==> src/rtl/ifu_fetch_ctrl.sv <==
// ifu_fetch_ctrl: sequencing controller for the IFU fetch FIFO (a FIFO with no
// occupancy tracking and no flush of its own).
//   - Issues sequential I-cache fetch requests.
//   - Drives the FIFO push/pop strobes and tracks occupancy plus in-flight
//     responses, so the FIFO can never overflow or underflow.
//   - Presents a valid/ready head to decode.
//   - On a redirect, drains stale entries one pop per cycle and discards
//     in-flight responses, which keeps the FIFO pointers aligned.
// Latency: a push in cycle N is visible to decode in N+1. Outputs are
// combinational from registered state plus same-cycle inputs, and there is no
// dec_ready -> icache_req_valid path.
// Optional build macro IFU_FETCH_CTRL_PERF_EN adds a saturating
// decode-starvation counter; without it, perf_starve_cnt reads 0.
// Ports:
//   clk, rst_n (async, active-low)
//   redirect_valid / redirect_pc              : backend redirect
//   icache_req_valid / _pc / _ready           : request channel
//   icache_resp_valid                         : in-order response strobe
//   fifo_push / fifo_pop                      : FIFO strobes
//   dec_valid / dec_ready                     : decode handshake
//   fifo_count                                : registered occupancy
//   perf_starve_cnt                           : starvation counter
module ifu_fetch_ctrl #(
  parameter int          ADDR_WIDTH      = 2,
  parameter int          MAX_OUTSTANDING = 2,
  parameter logic [31:0] PC_RESET        = 32'h8000_0000
) (
  input  logic                  clk,
  input  logic                  rst_n,
  input  logic                  redirect_valid,
  input  logic [31:0]           redirect_pc,
  output logic                  icache_req_valid,
  output logic [31:0]           icache_req_pc,
  input  logic                  icache_req_ready,
  input  logic                  icache_resp_valid,
  output logic                  fifo_push,
  output logic                  fifo_pop,
  output logic                  dec_valid,
  input  logic                  dec_ready,
  output logic [ADDR_WIDTH:0]   fifo_count,
  output logic [31:0]           perf_starve_cnt
);

  localparam int DEPTH = 1 << ADDR_WIDTH;
  localparam int OW    = $clog2(MAX_OUTSTANDING) + 1;
  localparam int SW    = ADDR_WIDTH + 2;

  typedef enum logic [1:0] {IDLE, RUN, DRAIN} state_t;

  state_t              state;
  logic [31:0]         pc;
  logic [ADDR_WIDTH:0] count;
  logic [OW-1:0]       outstanding;

  logic          run_act;
  logic          resp_ok;
  logic          accept;
  logic [SW-1:0] inflight_sum;

  // The low two bits of the redirect target are forced to zero.
  logic unused_redirect_lsbs;
  assign unused_redirect_lsbs = &{1'b0, redirect_pc[1:0]};

  // RUN and not being redirected this cycle: the only time fetch and decode flow.
  assign run_act = (state == RUN) && !redirect_valid;

  // A response with nothing outstanding is a protocol violation and is ignored.
  assign resp_ok = icache_resp_valid && (outstanding != '0);

  // FIFO slots already spoken for: stored entries plus responses still to come.
  assign inflight_sum = SW'(count) + SW'(outstanding);

  assign icache_req_valid = run_act && (inflight_sum < SW'(DEPTH)) &&
                            (outstanding < OW'(MAX_OUTSTANDING));
  assign icache_req_pc    = (state == IDLE) ? '0 : pc;
  assign fifo_push        = run_act && resp_ok;
  assign dec_valid        = run_act && (count != '0);
  // In DRAIN, stale entries are popped blindly (dec_valid stays low) so
  // the FIFO read pointer catches up with the write pointer.
  assign fifo_pop         = (dec_valid && dec_ready) ||
                            ((state == DRAIN) && (count != '0));
  assign fifo_count       = count;
  assign accept           = icache_req_valid && icache_req_ready;

  always_ff @(posedge clk or negedge rst_n) begin
    if (!rst_n) begin
      state       <= IDLE;
      pc          <= PC_RESET;
      count       <= '0;
      outstanding <= '0;
    end else begin
      case (state)
        IDLE:    state <= RUN;
        RUN:     if (redirect_valid) state <= DRAIN;
        // Leave only once both the FIFO and the response pipe are empty;
        // a further redirect restarts the wait.
        DRAIN:   if (!redirect_valid && (count == '0) && (outstanding == '0))
                   state <= RUN;
        default: state <= IDLE;
      endcase

      if ((state != IDLE) && redirect_valid)
        pc <= {redirect_pc[31:2], 2'b00};
      else if (accept)
        pc <= pc + 32'd4;

      case ({accept, resp_ok})
        2'b10:   outstanding <= outstanding + OW'(1);
        2'b01:   outstanding <= outstanding - OW'(1);
        default: outstanding <= outstanding;
      endcase

      case ({fifo_push, fifo_pop})
        2'b10:   count <= count + (ADDR_WIDTH+1)'(1);
        2'b01:   count <= count - (ADDR_WIDTH+1)'(1);
        default: count <= count;
      endcase
    end
  end

`ifdef IFU_FETCH_CTRL_PERF_EN
  logic [31:0] starve_cnt;

  // Decode is asking for work but the FIFO is empty.
  always_ff @(posedge clk or negedge rst_n) begin
    if (!rst_n)
      starve_cnt <= '0;
    else if (run_act && dec_ready && (count == '0) && (starve_cnt != 32'hFFFF_FFFF))
      starve_cnt <= starve_cnt + 32'd1;
  end

  assign perf_starve_cnt = starve_cnt;
`else
  assign perf_starve_cnt = '0;
`endif

endmodule
==> config.mk <==
export PLATFORM = sky130hd
export DESIGN_NAME = ifu_fetch_ctrl
export DESIGN_NICKNAME = d
export VERILOG_FILES = /design/src/rtl/ifu_fetch_ctrl.sv
export SDC_FILE = /design/constraint.sdc
export NUM_CORES = 1
export LEC_CHECK = 0
export CAP_MARGIN = 30
export CORE_AREA = 2 2 81 83
export CTS_CLUSTER_SIZE = 10
export DETAILED_ROUTE_END_ITERATION = 12
export DIE_AREA = 0 0 83 85
export MAX_ROUTING_LAYER = met4
export PLACE_DENSITY_LB_ADDON = 0.2
export SYNTH_ARGS = -nofsm -noshare
export SYNTH_HDL_FRONTEND = slang
export SYNTH_SLANG_ARGS = --single-unit
==> constraint.sdc <==
create_clock -name clk -period 3.1 [get_ports clk]
set_input_delay 0.62 -clock clk [delete_from_list [all_inputs] [get_ports clk]]
set_output_delay 0.62 -clock clk [all_outputs]
set_load 0.01 [all_outputs]
==> summary.md <==
| Metric | Value |
|---|---|
| Final min period | 2885 ps |
| Tightest Pin Transition | 831.6 ps |
| Seq cells post-synth | 37 |
| # H-tree levels | 2 |
| Global route overflow | 0 |
| DR WL/cell | 12.91 um |
| Power per Cell Area | 911.7 nW/um^2 |
| Worst min path class | input port to async pin |
| Yosys warnings | 0 |
| RR Endpoint | pc[18] |
| Largest fanout on the critical path | 7 |
| Layout cells sized above 1 | 7.216% |
| Setup crit start kind | input port |
| Crit share post-route | 93.06% |
| Setup ws final | 215.2 ps |
| R2r setup slk | 670 ps |
| Fmax | 346.6 MHz |
| CTS Buffer Depth | 2 |
| Initial Util | 42.39% |
| Crit. Startpoint | redirect_valid |
| Place WS | 2.919 ps |
| Layout Skew | 8.972 ps |
| WL final | 6004 um |
| Commonest cells post-synth | 36 x dfrtp_1, 34 x buf_4, 31 x nor2b_1 |
| Clock sinks | 37 |
| Final antenna-violating net count | 0 |
| Top Ports | 109 |
| First drt pass iteration count | 4 |
| Crit path DAT | 2260 ps |
| Syn Inst Count | 312 |
| Met1 Routed Length | 2706 um |
| GP Congestion | 0.8430 |
| DRC | 0 |
| Synth area leader | dfrtp_1 |
| WL met3 | 334 um |
| Max VDD drop | 0.5323 mV |
| Drt initial violations | 130 |
| RR Startpoint | outstanding[1] |
| Largest net degree at the start of global routing | 38 |
| Avg Synthesized Cell Area | 8.430 um^2 |
| Crit path capture | fifo_pop |
| Final max-slew violation count | 0 |
| Number of global-route vias before repair | 2,231 |
| FP Rows | 29 |
| Relative slew slack | 44.56% |
| Clk_lat worst skew | 290 ps |
| Cell Area, Synth | 2630 um^2 |
| Clk pin slew, worst setup/hold paths | 70 ps |
| Dpl hpwl | 4577 um |
| Synth area leaders | dfrtp_1 34%, buf_4 9.7%, nor2b_1 7.4%, xnor2_1 6.0%, nand2_1 4.3% |
| Via Count | 2,339 |
| Port Buf Inserts | 72 |
| Final Hold Violating Endpoints | 0 |
| First-pass GRT wire length | 10,120 um |
| Met2 WL post-DR | 2883 um |
| CP required | 2480 ps |
| Die width | 83 um |
| Power after layout | 0.003125 W |
| Highest Signal Layer | met4 |
| TNS Setup | 0 ps |
| CTS root buffer | clkbuf_8 |
| Antenna violations before repair | 0 |
| Final layout net count | 430 |
| Diodes inserted | 0 |
| Leakage | 1.374 nW |
| All-Layer GR Usage | 17.92% |
| RSZ-0062 raised after global routing | no |
| Worst-case reg-to-reg path depth | 6 |
| Post-DP Area | 3339 um^2 |
| Top cell type's share of synthesized area | 34.25% |
| Max Cap Viol | 0 |
| Die Y | 85 um |
| Area grow syn2layout | 30.35% |
| Die area | 7055 um^2 |
| Synth async-reset ratio | 100.0% |
| Status | finished, final reports clean |
| Count leader, synth | dfrtp_1 |
| CTS tree | yes |
| DR vias/cell | 5.030 |
| Post-synthesis cell type count | 45 |
| Number of buffers created by CTS | 5 |
| Setup Viol. Count Final | 0 |
| Number of enable flip-flop cells after synthesis | 0 |
| Cell area after layout | 3428 um^2 |
| Post-CTS Setup Bufs | 0 |
| Synth Flop Type | dfrtp_1 |
| Path type of the worst setup path | input port to output port |
| Worst setup EP type | output port |
| Std-Cell Core Area | 6205 um^2 |
| Sequential area share after synthesis | 35.25% |
==> routing by layer <==
metal	vias to the layer above	track usage, %
met5	-	-
met4	0	5.365
met3	6	3.307
met2	94	29.47
met1	1077	22.67
li1	1162	-
==> repair_timing <==
action	in CTS	in global routing
hold buffers	0	0
gates resized for setup	0	2
endpoints found under the setup margin	0	1
==> report_power, final <==
part           internal [W]  leakage, nW  switching, W
logic              0.000971        0.901      0.000791
registers          0.000728        0.431      0.000315
clock network      0.000158       0.0422      0.000163
==> worst max-delay path, stage by stage <==
cell and delay [ps]:
clkdlybuf4s50_1 410, buf_4 160, nor3b_1 260, a21oi_1 100, nor2_1 140, clkdlybuf4s50_1 560
==> placed cells by master (no fill, tap or decap), drive strengths merged, types with 2 or more instances in the layout <==
cell / n
nor3: 12
nor2: 22
ha: 4
o21a: 2
and4: 5
and3: 7
nor2b: 31
xnor2: 18
a21oi: 5
conb: 34
nand2b: 2
a211oi: 8
inv: 7
nand4: 3
nand2: 30
dfrtp: 36
mux2i: 2
or4: 3
nor4: 11
clkbuf: 7
clkdlybuf4s50: 70
buf: 11
nand3: 13
xor2: 6
a31oi: 3
or3: 2
o21ai: 20
==> cell type report <==
cell class / instances / area, um^2
well taps: 77 / 96.34
repair buffers: 82 / 793.3
clock buffers: 7 / 76.32
fillers: 616 / 2776
inverters: 7 / 26.28
flip-flops and latches: 37 / 927.1
multi-input cells: 254 / 1504
clock inverters: 1 / 5.005
==> state kept, by name (all words and copies together) (netlist names) <==
signal and count:
fifo_count 3, state 2, pc 30, outstanding 2
==> logic make-up (layout without fill, tap and decap cells) <==
family / Yosys count / in the layout / synth area share, %
mux: 2 / 2 / 0.7612
buf+inv: 54 / 97 / 12.65
xor+xnor: 24 / 24 / 7.992
simple gates: 148 / 148 / 31.26
flops: 37 / 37 / 35.25
compound gates: 41 / 41 / 9.277
fa+ha+maj: 5 / 5 / 2.664
other cells: 1 / 34 / 0.1426
==> worst min-delay path by stage <==
stage                        from       endpoint  slack [ps]
floorplan                   rst_n  fifo_count[0]         320
global placement    fifo_count[2]  fifo_count[2]         530
detailed placement         pc[27]         pc[27]         550
CTS                         rst_n         pc[24]         460
global route                rst_n         pc[24]         490
finish                      rst_n          pc[6]         440
==> metrics by stage <==
stage                     utilization [%]  hold WS [ps]  instances
after floorplan                         -         324.4        345
after global placement              53.82         530.9        457
after detailed placement            53.82         546.8        457
after CTS                           55.13         458.0        465
after global routing                55.25         491.7        465
final                               55.25         435.4        465
No activity file was read; power rests on OpenSTA's default activity.
